==> src/rtl/skew_sampler.sv <==
// Per-channel skewed bus sampler: returns the value each channel held k edges before the capture edge.
// Optional feature macro: SKEW_SAMPLER_STALE_EN (fill tracking and dout_stale flags).
module skew_sampler #(
  parameter int WIDTH    = 4,
  parameter int CHANNELS = 4,
  parameter int DEPTH    = 8
) (
  input  logic                           clk,
  input  logic                           rst_n,
  input  logic [CHANNELS*WIDTH-1:0]      din,
  input  logic [CHANNELS*$clog2(DEPTH)-1:0] skew,
  input  logic                           sample_req,
  output logic                           sample_ready,
  output logic [CHANNELS*WIDTH-1:0]      dout,
  output logic [CHANNELS-1:0]            dout_stale,
  output logic                           dout_valid,
  input  logic                           dout_ready
);

  localparam int SW = $clog2(DEPTH);
  localparam int BW = CHANNELS * WIDTH;
  localparam int RN = DEPTH - 1;
  localparam logic [SW-1:0] LAST_IDX = SW'(DEPTH - 2);
  localparam logic [SW:0]   RING_LEN = (SW+1)'(DEPTH - 1);

  logic [BW-1:0]       ring_r [RN];
  logic [SW-1:0]       wr_ptr_r;
  logic [BW-1:0]       dout_r;
  logic [CHANNELS-1:0] dout_stale_r;
  logic                dout_valid_r;
  logic [BW-1:0]       cap_data_s;
  logic [CHANNELS-1:0] cap_stale_s;
  logic                accept_s;

  // Ring slot written k edges ago; k = DEPTH-1 lands on the slot about to be overwritten.
  function automatic logic [SW-1:0] hist_idx(input logic [SW-1:0] ptr, input logic [SW-1:0] k);
    logic [SW:0] sum;
    sum = {1'b0, ptr} + RING_LEN - {1'b0, k};
    if (sum >= RING_LEN) begin
      sum = sum - RING_LEN;
    end else begin
      sum = sum;
    end
    return sum[SW-1:0];
  endfunction

`ifdef SKEW_SAMPLER_STALE_EN
  logic [SW-1:0] fill_r;
  localparam logic [SW-1:0] FILL_MAX = SW'(DEPTH - 1);

  // Count edges since reset, saturating once the whole history exists.
  always_ff @(posedge clk or negedge rst_n) begin
    if (!rst_n) begin
      fill_r <= {SW{1'b0}};
    end else if (fill_r != FILL_MAX) begin
      fill_r <= fill_r + 1'b1;
    end else begin
      fill_r <= fill_r;
    end
  end
`endif

  for (genvar c = 0; c < CHANNELS; c++) begin : g_ch
    logic [SW-1:0] k_s;
    logic [SW-1:0] idx_s;
    assign k_s   = skew[c*SW +: SW];
    assign idx_s = hist_idx(wr_ptr_r, k_s);
    assign cap_data_s[c*WIDTH +: WIDTH] = (k_s == {SW{1'b0}}) ? din[c*WIDTH +: WIDTH]
                                                               : ring_r[idx_s][c*WIDTH +: WIDTH];
`ifdef SKEW_SAMPLER_STALE_EN
    assign cap_stale_s[c] = (k_s > fill_r);
`else
    assign cap_stale_s[c] = 1'b0;
`endif
  end

  // History ring: free-running write of din every edge, independent of the handshake.
  always_ff @(posedge clk or negedge rst_n) begin
    if (!rst_n) begin
      wr_ptr_r <= {SW{1'b0}};
      for (int i = 0; i < RN; i++) begin
        ring_r[i] <= {BW{1'b0}};
      end
    end else begin
      ring_r[wr_ptr_r] <= din;
      if (wr_ptr_r == LAST_IDX) begin
        wr_ptr_r <= {SW{1'b0}};
      end else begin
        wr_ptr_r <= wr_ptr_r + 1'b1;
      end
    end
  end

  assign sample_ready = !dout_valid_r || dout_ready;
  assign accept_s     = sample_req && sample_ready;

  // Output stage: load on accept, drop valid on consume, otherwise hold.
  always_ff @(posedge clk or negedge rst_n) begin
    if (!rst_n) begin
      dout_r       <= {BW{1'b0}};
      dout_stale_r <= {CHANNELS{1'b0}};
      dout_valid_r <= 1'b0;
    end else if (accept_s) begin
      dout_r       <= cap_data_s;
      dout_stale_r <= cap_stale_s;
      dout_valid_r <= 1'b1;
    end else if (dout_ready) begin
      dout_r       <= dout_r;
      dout_stale_r <= dout_stale_r;
      dout_valid_r <= 1'b0;
    end else begin
      dout_r       <= dout_r;
      dout_stale_r <= dout_stale_r;
      dout_valid_r <= dout_valid_r;
    end
  end

  assign dout       = dout_r;
  assign dout_stale = dout_stale_r;
  assign dout_valid = dout_valid_r;

  skew_sampler_chk #(.BW(BW), .CHANNELS(CHANNELS)) u_chk (
    .clk          (clk),
    .rst_n        (rst_n),
    .sample_ready (sample_ready),
    .dout         (dout_r),
    .dout_stale   (dout_stale_r),
    .dout_valid   (dout_valid_r),
    .dout_ready   (dout_ready)
  );

endmodule

// Handshake properties of skew_sampler: ready equation and output hold under backpressure.
module skew_sampler_chk #(
  parameter int BW       = 16,
  parameter int CHANNELS = 4
) (
  input logic                clk,
  input logic                rst_n,
  input logic                sample_ready,
  input logic [BW-1:0]       dout,
  input logic [CHANNELS-1:0] dout_stale,
  input logic                dout_valid,
  input logic                dout_ready
);

  a_ready_eq: assert property (@(posedge clk) disable iff (!rst_n)
    sample_ready == (!dout_valid || dout_ready));

  a_hold: assert property (@(posedge clk) disable iff (!rst_n)
    ($past(dout_valid) && !$past(dout_ready)) |-> (dout_valid && $stable(dout) && $stable(dout_stale)));

endmodule

==> config.mk <==
export PLATFORM = sky130hd
export DESIGN_NAME = skew_sampler
export DESIGN_NICKNAME = d
export VERILOG_FILES = /design/src/rtl/skew_sampler.sv
export SDC_FILE = /design/constraint.sdc
export NUM_CORES = 1
export LEC_CHECK = 0
export BUFFER_PORTS_ARGS = -buffer_cell sky130_fd_sc_hd__buf_4
export CORE_ASPECT_RATIO = 1.25
export CORE_MARGIN = 2
export CORE_UTILIZATION = 31
export CTS_CLUSTER_DIAMETER = 100
export DETAILED_ROUTE_END_ITERATION = 10
export GPL_TIMING_DRIVEN = 1
export PLACE_DENSITY = 0.51
export SLEW_MARGIN = 20
export SYNTH_ARGS = -nofsm -noshare
export SYNTH_HDL_FRONTEND = slang
export SYNTH_SLANG_ARGS = --single-unit
==> constraint.sdc <==
create_clock -name clk -period 5.11 [get_ports clk]
set_clock_uncertainty 0.15 [all_clocks]
set_input_delay 0.7665 -clock clk [delete_from_list [all_inputs] [get_ports clk]]
set_output_delay 0.7665 -clock clk [all_outputs]
set_load 0.03 [all_outputs]
### Word level (Yosys, flattened, before mapping)

Cells that the tools add are included.

| word-level totals | value |
|---|---|
| output and inout bits | 22 |
| register bits | 132 |
| logic and storage cells | 71 |
| bits of input ports | 32 |

| cells by class | value |
|---|---|
| muxes and demuxes | 26 |
| reduce and logical (&&, ||, !) cells | 9 |
| bitwise gates (word level) | 5 |
| order comparisons | 10 |
| add/sub/neg operators | 10 |
| equality and inequality tests | 1 |

Operator list:

| cell | count |
|---|---|
| $bmux W16 S3 | 4 |
| $bwmux W112 | 1 |
| $demux W16 S3 | 1 |
| $mux W16 | 3 |
| $mux W12 | 2 |
| $mux W4 | 6 |
| $ge A4 B4 Y1 const B | 5 |
| $not A3 Y4 | 5 |
| $ge A4 B3 Y1 const B | 4 |
| $mux W8 | 2 |
| $sub A4 B3 Y4 | 4 |
| $mux W3 | 5 |
| $logic_not A3 Y1 | 4 |
| $sub A3 B3 Y3 const B | 4 |
| $add A3 B3 Y4 const B | 1 |
| $lt A4 B1 Y1 const B | 1 |
| $add A3 B1 Y3 const B | 1 |
| $eq A3 B3 Y1 const B | 1 |
| $logic_and A1 B1 Y1 | 2 |
| $mux W1 | 2 |
| $reduce_bool A2 Y1 | 1 |
| $logic_not A1 Y1 | 1 |
| $logic_or A1 B1 Y1 | 1 |

### Logic depth before layout (Yosys ltp)

Gate-level depths: netlist of run 1.

| logic depth | value |
|---|---|
| word-level depth | 9 |
| gate-level depth with buffers | 14 |
| depth with buffers taken out | 12 |

### Least setup slack after synthesis of run 1

OpenSTA, ideal clock, no wires.

| timing | value |
|---|---|
| path type | reg2reg |
| start point | register wr_ptr_r[0] |
| end point | register dout_r[14] (netlist: dout[14]) |
| arrival | 3.989 ns |
| clock period less this slack | 4.234 ns |
| required time | 4.865 ns |
| stages on the path, launching flop included | 14 |
| slack | 0.876 ns |
| setup time | 0.095 ns |
| buffers on the path | 4 |
| path through | dfrtp_1 -> inv_1 -> ha_1 -> fa_1 -> buf_2 -> buf_1 -> inv_1 -> ha_1 -> buf_2 -> buf_1 -> mux2i_1 -> mux4_2 -> and2_1 -> o31ai_1 |

| between the ends | value |
|---|---|
| longest elaborated chain between the ends | 9 |
| elaborated cells on any way between the ends | 10 |
| those cells by class | 3 x add/sub; 1 x order compare; 5 x mux; 1 x bitwise |

Ends and longest elaborated chain:

| element | line | RTL |
|---|---|---|
| start: declaration | 27 | `logic [SW-1:0] wr_ptr_r;` |
| start signal: assignment | 80 | `wr_ptr_r <= {SW{1'b0}};` |
| start signal: assignment | 87 | `wr_ptr_r <= {SW{1'b0}};` |
| start signal: assignment | 89 | `wr_ptr_r <= wr_ptr_r + 1'b1;` |
| $add A3 B3 Y4 * | 38 | `sum = {1'b0, ptr} + RING_LEN - {1'b0, k};` |
| $sub A4 B3 Y4 * | 38 |  |
| $ge A4 B3 Y1 or $sub A3 B3 Y3 (tied branches) | 39, 40 |  |
| $mux W3 * | 39 | `if (sum >= RING_LEN) begin` |
| $not A3 Y4 (not written as such) * | 69 | `: ring_r[idx_s][c*WIDTH +: WIDTH];` |
| $bmux W16 S3 * | 69 |  |
| $mux W16 (not written as such) * (2 in a row) | 69 |  |
| $mux W4 * | 68 | `assign cap_data_s[c*WIDTH +: WIDTH] = (k_s == {SW{1'b0}}) ? din[c*WIDTH +: WIDTH]` |
| end signal: assignment | 100 | `dout_r <= {BW{1'b0}};` |
| end signal: assignment | 104 | `dout_r <= cap_data_s;` |
| end signal: assignment | 108 | `dout_r <= dout_r;` |
| end: declaration | 28 | `logic [BW-1:0] dout_r;` |

Every way passes the cells marked *; elsewhere a longest branch is shown, timed or not. The select of a mux whose other input is x is not followed.
A chain may end at the register's enable or synchronous reset.

### Worst setup path in the final report of run 1

| timing | value |
|---|---|
| start point | register wr_ptr_r[0] |
| end point | register dout_r[7] (netlist: dout[7]) |

| between the ends | value |
|---|---|
| longest elaborated chain between the ends | 9 |
| elaborated cells on any way between the ends | 10 |
| those cells by class | 3 x add/sub; 1 x order compare; 5 x mux; 1 x bitwise |

Ends and longest elaborated chain:

| element | line |
|---|---|
| $add A3 B3 Y4 * | 38 |
| $sub A4 B3 Y4 * | 38 |
| $ge A4 B3 Y1 or $sub A3 B3 Y3 (tied branches) | 39, 40 |
| $mux W3 * | 39 |
| $not A3 Y4 (not written as such) * | 69 |
| $bmux W16 S3 * | 69 |
| $mux W8 (not written as such) * (2 in a row) | 69 |
| $mux W4 * | 68 |

Marked as above.

==> impl_metrics.ini, run 1 <==
[cells_and_area]
regArea_um2 = 3300
n_antenna_cell = 0
drive_gt1_share_pct = 34.1
fin_util_pct = 37.2
multiInputGateArea_um2 = 4170
finalNetCount = 744
nFillCells = 2352
area_growth_pct = 18.3

[worst_setup_path]
critPathMaxStageDelay_ns = 0.85
startpoint_type = flop
reg2reg_slack_ns = 0.78
end_kind = flop
path_cells = inv_1, ha_1, fa_1, inv_1, ha_1, nand2_1, a21boi_4, xnor2_1, mux2_1, o22ai_1, o21ai_1
crit_required_ns = 5.26
crit_type = flop to flop
rr_worst_depth = 11
cp_max_fo = 17
slowest_stage = fa_1
worstPathBufferInverterCount = 2
critPathArrivalTime_ns = 4.48
rr_endpoint = dout[7]
path_delay_family = adder cells
r2r-start = wr_ptr_r[0]

[route]
vias_per_cell = 5.24
wl_met3_um = 732
wl_per_cell_um = 19.0
m1WireLength_um = 8550
via_count = 5399
routed_wl_um = 19600
drt_iter0_drc = 254
top_layer = met4
wl_met2_um = 9810
ant_nets = 0
drt_pass1_iterations = 5
remaining_drc_errors = 0

[clocking]
clk_pin_slew_ns = 0.06
clock-sinks = 132
cts_resized = 0
root_buffer = clkbuf_16
cts_max_path_buffers = 2
cts_tree = yes
cts_setup_buffers = 0
clock_latency_ns = 0.42
cts_hold_buf = 0
numCtsBuffers = 17
htree_levels = 4

[global_routing]
overflow = 0
grt_pass1_vias = 5707
grt_first_pass_wirelength_um = 31500
grtUsageTotal_pct = 15.8
grt_antenna_before_repair = 0
grt_max_degree = 49

[timing]
drv_slew = 0
worst_slack_ns = 0.784
finalCritPeriodShare_pct = 84.7
period_needed_ns = 4.33
rsz0062_at_grt = false
slew_headroom_pct = 28.2
hold_viol_final = 0
setup_viol = 0
max_slew.worst_pin.slew_ns = 1.08
fmax_mhz = 231
final.setup.tns_ns = 0
hold_slack_ns = 0.201

[run]
maxCapViolCount = 0

[synthesis]
async_flop_share_pct = 100
synth-main-ff-cell = dfrtp_1
synth_edf_count = 0
synth.distinct_cells = 65
seq_area_frac_synth_pct = 42.9
synthCells = 643
synth.avg_cell_area_um2 = 12.0
synth-seq-cells = 132
yosysWarnings = 0
synth_area_um2 = 7690

[power_and_ir_drop]
peakVddDrop_uv = 216
p_per_area_nw_per_um2 = 340
power.total_uw = 3090
p_leak_uw = 0.00391

[hold_path]
min_path_type = input pin to async pin

[placement]
portBuffers = 49
gp_congestion = 0.838
dp_hpwl_um = 13700
dpl_worst_slack_ns = 0.753

[run_status]
status = finished, final reports clean

[floorplan]
ioPinCount = 54
core-area_um2 = 24400
fp.dieW_um = 145
rows = 64
die_h_um = 180
start_util_pct = 31.5
die-area_um2 = 26100
[where the power goes]
group,total (µW),internal [µW],switching [µW],leakage (µW)
clock network,1400,954,443,0.000321
logic,521,231,290,0.00204
registers,1180,1120,53.2,0.00155
[per-stage QoR]
step,cells,instance area [µm²]
floorplan,646,7700
global placement,998,8400
detailed placement,999,8420
CTS,1031,9090
global route,1031,9090
finish,1031,9090
[layout by cell type, fill, tap and decap left out, drive strengths merged, types with 4 or more instances in the layout]
cell type	count
o31ai	5
o311ai	4
a2111oi	4
xnor2	7
nor3	13
o32ai	4
a21oi	8
clkbuf	24
nand2	21
a21o	7
nand3b	4
inv	22
a22o	5
dfrtp	132
nand2b	11
mux2	131
fa	4
a211o	4
o22ai	4
bufinv	6
mux4	9
and2	7
o21ai	19
and3	11
nor2	18
ha	20
nand3	8
a22oi	17
buf	58
mux2i	61
nor2b	9
conb	4
[layout make-up]
type | count | area share (%)
Clock buffer | 24 | 5.30
Timing Repair Buffer | 58 | 4.87
Inverter | 23 | 0.949
Sequential cell | 132 | 36.3
Tap cell | 330 | 4.54
Clock inverter | 8 | 2.15
Multi-Input combinational cell | 456 | 45.9
[worst register-to-register path: stages, from the launching register on]
cell,delay (ns)
dfrtp_1,0.61
inv_1,0.23
ha_1,0.49
fa_1,0.85
inv_1,0.18
ha_1,0.25
nand2_1,0.08
a21boi_4,0.42
xnor2_1,0.32
mux2_1,0.37
o22ai_1,0.17
o21ai_1,0.09
[flip-flops by register name, indices dropped and copies added (netlist names)]
register    cells
dout           16
dout_valid      1
ring_r        112
wr_ptr_r        3
[layer usage]
layer	global-route usage, %	vias to the layer above
met5	0	-
met4	6.60	0
met3	3.59	36
met2	25.9	122
met1	19.8	2756
li1	-	2485
[cell usage after synthesis, drive strengths merged, types with 7 or more instances]
master	instances	area share, %
a21o	7	0.68
a21oi	8	0.72
a22oi	17	1.7
and2	7	0.57
and3	11	0.89
buf	13	0.94
clkbuf	22	1.1
dfrtp	132	43
ha	20	3.3
inv	22	1.1
mux2	131	19
mux2i	61	7.9
mux4	9	2.6
nand2	21	1.0
nand2b	11	0.89
nand3	8	0.52
nor2	18	0.91
nor2b	9	0.73
nor3	13	0.99
o21ai	19	1.4
xnor2	7	1.1
[logic make-up after synthesis]
group | synth area share [%]
XOR/XNOR | 1.48
flip-flops | 42.9
other | 0.0488
adder cells (fa/ha/maj) | 4.29
AO/OA/AOI/OAI | 10.2
AND/OR/NAND/NOR | 8.09
multiplexers | 29.8
buffers and inverters | 3.14
[worst max-delay path by stage]
stage	startpoint	to	slack, ns	cells after the start
2_1_floorplan	wr_ptr_r[0]	dout[14]	0.88	13
3_3_place_gp	wr_ptr_r[0]	dout[5]	0.93	11
3_5_place_dp	wr_ptr_r[0]	dout[12]	0.75	10
4_1_cts	wr_ptr_r[0]	dout[12]	0.77	10
5_1_grt	wr_ptr_r[0]	dout[13]	0.49	10
6_report	wr_ptr_r[0]	dout[7]	0.78	11
No activity file was read; power rests on OpenSTA's default activity.
==> run 2: changes to the inputs <==
--- a/config.mk
+++ b/config.mk
@@ -12,7 +12,7 @@
 export CTS_CLUSTER_DIAMETER = 100
 export DETAILED_ROUTE_END_ITERATION = 10
 export GPL_TIMING_DRIVEN = 1
-export PLACE_DENSITY = 0.51
+export PLACE_DENSITY = 0.52
 export SLEW_MARGIN = 20
 export SYNTH_ARGS = -nofsm -noshare
 export SYNTH_HDL_FRONTEND = slang
==> constraint.sdc (replaced) <==
create_clock -name clk -period 3.8 [get_ports clk]
set_clock_uncertainty 0.15 [all_clocks]
set_input_delay 0.57 -clock clk [delete_from_list [all_inputs] [get_ports clk]]
set_output_delay 0.57 -clock clk [all_outputs]
set_load 0.03 [all_outputs]
==> run 2 against run 1 <==
- via count increased by 0.17%
- non-clock buffer count is 17 higher
- wire length shrank 0.65%
- critical path type unchanged
==> impl_metrics.ini, run 2 (synthesized netlist as in run 1, its figures left out) <==
[run_status]
status = finished, final reports clean

[worst_setup_path]
crit_type = flop to flop
path_delay_family = adder cells
worstPathBufferInverterCount = 3
startpoint_type = flop
crit_required_ns = 3.94
path_cells = inv_1, ha_1, inv_1, ha_1, and3b_1, or3_4, a21boi_4, buf_4, mux2i_1, nor2b_1, o21ai_0, a22oi_1
end_kind = flop
slowest_stage = ha_1
critPathMaxStageDelay_ns = 0.52
cp_max_fo = 15
critPathArrivalTime_ns = 3.68

[clocking]
cts_tree = yes
clk_pin_slew_ns = 0.06
htree_levels = 4
root_buffer = clkbuf_16
clock_latency_ns = 0.42
cts_max_path_buffers = 2
clock-sinks = 132
numCtsBuffers = 17

[power_and_ir_drop]
p_per_area_nw_per_um2 = 421
p_leak_uw = 0.00394
p_int_uw = 2770
combPwrFrac_pct = 18.6
swShare_pct = 27.7
power_switching_uw = 1060
peakVddDrop_uv = 211
power.total_uw = 3840
clock_power_share_pct = 40.3
p_seq_share_pct = 41.1

[route]
remaining_drc_errors = 0
drt_pass1_iterations = 5
via_count = 5408
ant_nets = 0
vias_per_cell = 5.17
drt_iter0_drc = 295
routed_wl_um = 19500
wl_per_cell_um = 18.6

[global_routing]
overflow = 0
grt_pass1_vias = 5908
grt_max_degree = 57
grt_antenna_before_repair = 0
grt_first_pass_wirelength_um = 32100
grtUsageTotal_pct = 15.8

[timing]
hold_slack_ns = 0.266
hold_viol_final = 0
rsz0062_at_grt = false
max_slew.worst_pin.slew_ns = 1.11
finalCritPeriodShare_pct = 93.0
final.setup.tns_ns = 0
setup_viol = 0
slew_headroom_pct = 26.1
period_needed_ns = 3.53
fmax_mhz = 283
drv_slew = 0

[placement]
portBuffers = 49
gp_congestion = 0.833
dp_hpwl_um = 14000
dp_cells = 1015

[hold_path]
min_path_type = input pin to flop

[cells_and_area]
finalNonFillerCells = 1047
top_register = ring_r
layout_common_cells = dfrtp_1 (131), mux2_2 (129), buf_4 (72)
finalNetCount = 761
final_common_cell = dfrtp_1
area_growth_pct = 18.7
fin_util_pct = 37.4
drive_gt1_share_pct = 36.0
largest_register_ffs = 112
nFillCells = 2398
n_antenna_cell = 0

[floorplan]
die_h_um = 180
rows = 64
start_util_pct = 31.5
core-area_um2 = 24400
ioPinCount = 54
fp.dieW_um = 145
die-area_um2 = 26100

[run]
maxCapViolCount = 0
[run 2: changes by cell type in the layout (fill, tap and decap cells not counted), moves of 2 or more]
cell        delta
clkinvlp_4     +2
clkbuf_1       -2
buf_4         +15
clkinv_2       +4
bufinv_16      -5
buf_12         +2
[run 2: worst paths after layout]
check | from | endpoint | slack (ns) | depth (start not counted)
worst max register to register | wr_ptr_r[0] | dout[4] | 0.27 | 12
worst max-delay path | wr_ptr_r[0] | dout[4] | 0.27 | 12
max in group asynchronous | rst_n | ring_r[47] | 2.35 | 3
worst min-delay path | sample_req | dout_valid | 0.27 | 2
min in group asynchronous | rst_n | ring_r[105] | 0.48 | 2
worst min register to register | ring_r[21] | ring_r[21] | 0.34 | 1
[run 2: power by group through the flow]
stage	clock, µW	combinational [µW]	sequential (µW)
after floorplan	0	389	1670
after global placement	0	704	1600
after detailed placement	0	717	1600
after CTS	1580	720	1580
after global routing	1650	776	1590
final	1550	713	1580
[run 2: final cells by class]
| class | instances | area (µm²) | share of cell area [%] |
|---|---|---|---|
| multi-input cells | 456 | 4180 | 45.8 |
| clock inverters | 9 | 80.1 | 0.877 |
| flip-flops and latches | 132 | 3300 | 36.2 |
| repair buffers | 75 | 591 | 6.47 |
| well taps | 330 | 413 | 4.52 |
| inverters | 23 | 86.3 | 0.946 |
| clock buffers | 22 | 474 | 5.20 |
[run 2: worst reg2reg max path, delay by kind of cell (launching register included)]
kind	cells	cell delay, ns
mux	1	0.38
compound gates	3	0.49
simple gates	3	0.67
fa+ha+maj	2	0.83
flops	1	0.37
buf+inv	3	0.52
[run 2: what timing repair did]
item	CTS	global route
hold buffers	1	0
endpoints found under the setup margin	0	4
endpoints found under the hold margin	29	0
gates resized for setup	0	2
setup buffers	0	0
[run 2: through the flow]
stage / instance area (µm²) / setup WS (ns)
floorplan: 7710 / 0.0620
global placement: 8550 / 0.305
detailed placement: 8550 / 0.216
CTS: 9120 / 0.202
global route: 9130 / 0.0240
finish: 9130 / 0.267
[run 2: per-layer routing]
layer / global-route usage, % / up-vias / wire, µm
met1: 19.8 / 2768 / 8490
li1: - / 2514 / -
met3: 3.11 / 27 / 659
met4: 5.83 / 0 / 440
met5: 0 / - / 0
met2: 26.8 / 99 / 9890
==> run 3: changes to the inputs <==
--- a/config.mk
+++ b/config.mk
@@ -13,7 +13,9 @@
 export DETAILED_ROUTE_END_ITERATION = 10
 export GPL_TIMING_DRIVEN = 1
 export PLACE_DENSITY = 0.52
+export SKIP_CTS_REPAIR_TIMING = 1
 export SLEW_MARGIN = 20
 export SYNTH_ARGS = -nofsm -noshare
 export SYNTH_HDL_FRONTEND = slang
+export SYNTH_HIERARCHICAL = 1
 export SYNTH_SLANG_ARGS = --single-unit
==> run 3 against run 2 <==
- total power is essentially flat
- sequential cell count is the same
- fmax is the same
- non-clock buffer count is the same
- via count is the same
- largest cell class unchanged
- highest routed layer unchanged
==> impl_metrics.ini, run 3 <==
[run_status]
status = finished, final reports clean

[placement]
gp_congestion = 0.833
dpl_worst_slack_ns = 0.216
portBuffers = 49
dp_cells = 1015
dp_hpwl_um = 14000

[cells_and_area]
drive_gt1_share_pct = 36.0
n_antenna_cell = 0
layout_common_cells = dfrtp_1 (131), mux2_2 (129), buf_4 (72)
finalNetCount = 761
final_common_cell = dfrtp_1
area_growth_pct = 18.7
top_register = ring_r
largest_register_ffs = 112
finalNonFillerCells = 1047

[synthesis]
synth.top_cells.by_count = dfrtp_1 (132), mux2_2 (129), mux2i_1 (61), clkbuf_1 (22), inv_1 (22)
synth.avg_cell_area_um2 = 12.0
synth-simple-area-share_pct = 8.09
synth-main-ff-cell = dfrtp_1
yosysWarnings = 6
synthAdderAreaFrac_pct = 4.29
synth.distinct_cells = 65
async_flop_share_pct = 100
synth.area.top_cells = dfrtp_1 (43%), mux2_2 (19%), mux2i_1 (7.9%)
seq_area_frac_synth_pct = 42.9
yosysTopAreaCell = dfrtp_1
synthXorXnorAreaFrac_pct = 1.48
synth_area_um2 = 7690
synthCells = 643
yosys.cell_count.top_type = dfrtp_1
synth-seq-cells = 132
synth_top_family_by_area = multiplexers
synth_top_cell_area_share_pct = 42.9
synth_edf_count = 0
synth_compound_area_share_pct = 10.2
synthMuxAreaShare_pct = 29.8

[route]
ant_nets = 0
via_count = 5408
wl_per_cell_um = 18.6
remaining_drc_errors = 0
vias_per_cell = 5.17
routed_wl_um = 19500
drt_iter0_drc = 295
drt_pass1_iterations = 5

[worst_setup_path]
slowest_stage = ha_1
end_kind = flop
cp_max_fo = 15
path_cells = inv_1, ha_1, inv_1, ha_1, and3b_1, or3_4, a21boi_4, buf_4, mux2i_1, nor2b_1, o21ai_0, a22oi_1
crit_type = flop to flop
critPathMaxStageDelay_ns = 0.52
startpoint_type = flop
crit_required_ns = 3.94
critPathArrivalTime_ns = 3.68

[clocking]
numCtsBuffers = 17
htree_levels = 4
cts_tree = yes
cts_max_path_buffers = 2
clk_pin_slew_ns = 0.06
clock_latency_ns = 0.42
root_buffer = clkbuf_16
clock-sinks = 132

[timing]
rsz0062_at_grt = false
slew_headroom_pct = 26.1
worst_slack_ns = 0.267
drv_slew = 0
max_slew.worst_pin.slew_ns = 1.11
final.setup.tns_ns = 0
period_needed_ns = 3.53
fmax_mhz = 283
hold_viol_final = 0
finalCritPeriodShare_pct = 93.0
setup_viol = 0

[power_and_ir_drop]
p_per_area_nw_per_um2 = 421
peakVddDrop_uv = 211
p_leak_uw = 0.00394

[global_routing]
grt_antenna_before_repair = 0
grt_first_pass_wirelength_um = 32000
grtUsageTotal_pct = 15.8
grt_max_degree = 57
grt_pass1_vias = 5907
overflow = 0

[floorplan]
rows = 64
die-area_um2 = 26100
die_h_um = 180
fp.dieW_um = 145
ioPinCount = 54
start_util_pct = 31.5
core-area_um2 = 24400

[run]
maxCapViolCount = 0

[hold_path]
min_path_type = input pin to flop
## run 3: cell counts after synthesis
Identical to the previous run, type by type.
## run 3: kinds of logic after synthesis
family          after synthesis
compound gates              103
xor+xnor                     10
fa+ha+maj                    24
buf+inv                      58
flops                       132
mux                         201
other cells                   1
simple gates                114
## run 3: cell type report
| cell class | instances | area (µm²) |
|---|---|---|
| sequential | 132 | 3300 |
| tap | 330 | 413 |
| inverter | 23 | 86.3 |
| clock inverter | 9 | 80.1 |
| fill | 2398 | 15300 |
| clock buffer | 22 | 474 |
| timing repair buffer | 75 | 591 |
| multi-input combinational | 456 | 4180 |
## run 3: final timing paths
check	startpoint	end	slack, ns	depth (start not counted)
worst max-delay path	wr_ptr_r[0]	dout[4]	0.27	12
worst min-delay path	sample_req	dout_valid	0.27	2
worst max register to register	wr_ptr_r[0]	dout[4]	0.27	12
worst min register to register	ring_r[21]	ring_r[21]	0.34	1
max in group asynchronous	rst_n	ring_r[47]	2.34	3
min in group asynchronous	rst_n	ring_r[105]	0.49	2
## run 3: worst max-delay path: cells and delay by family (launching register included)
kind / cells / cell delay (ns)
fa+ha+maj: 2 / 0.83
mux: 1 / 0.38
simple gates: 3 / 0.67
flops: 1 / 0.37
compound gates: 3 / 0.49
buf+inv: 3 / 0.52
## run 3: power breakdown
part	switching [µW]	internal (µW)	total, µW
sequential	69.3	1510	1580
clock	605	941	1550
combinational	391	322	713
## run 3: through the flow
stage | power, µW | instance area, µm² | hold slack [ns] | util (%)
after floorplan | 2050 | 7710 | 0.124 | -
after global placement | 2300 | 8550 | 0.334 | 35.0
after detailed placement | 2320 | 8550 | 0.338 | 35.0
after CTS | 3880 | 9110 | -0.0684 | 37.3
after global routing | 4020 | 9130 | 0.282 | 37.4
final | 3840 | 9130 | 0.266 | 37.4
## run 3: layer usage
layer	vias up	GRT usage, %	share of wire (%)
met4	0	5.83	2.3
met3	27	3.11	3.4
li1	2514	-	-
met5	-	0	0
met1	2768	19.8	44
met2	99	26.8	51
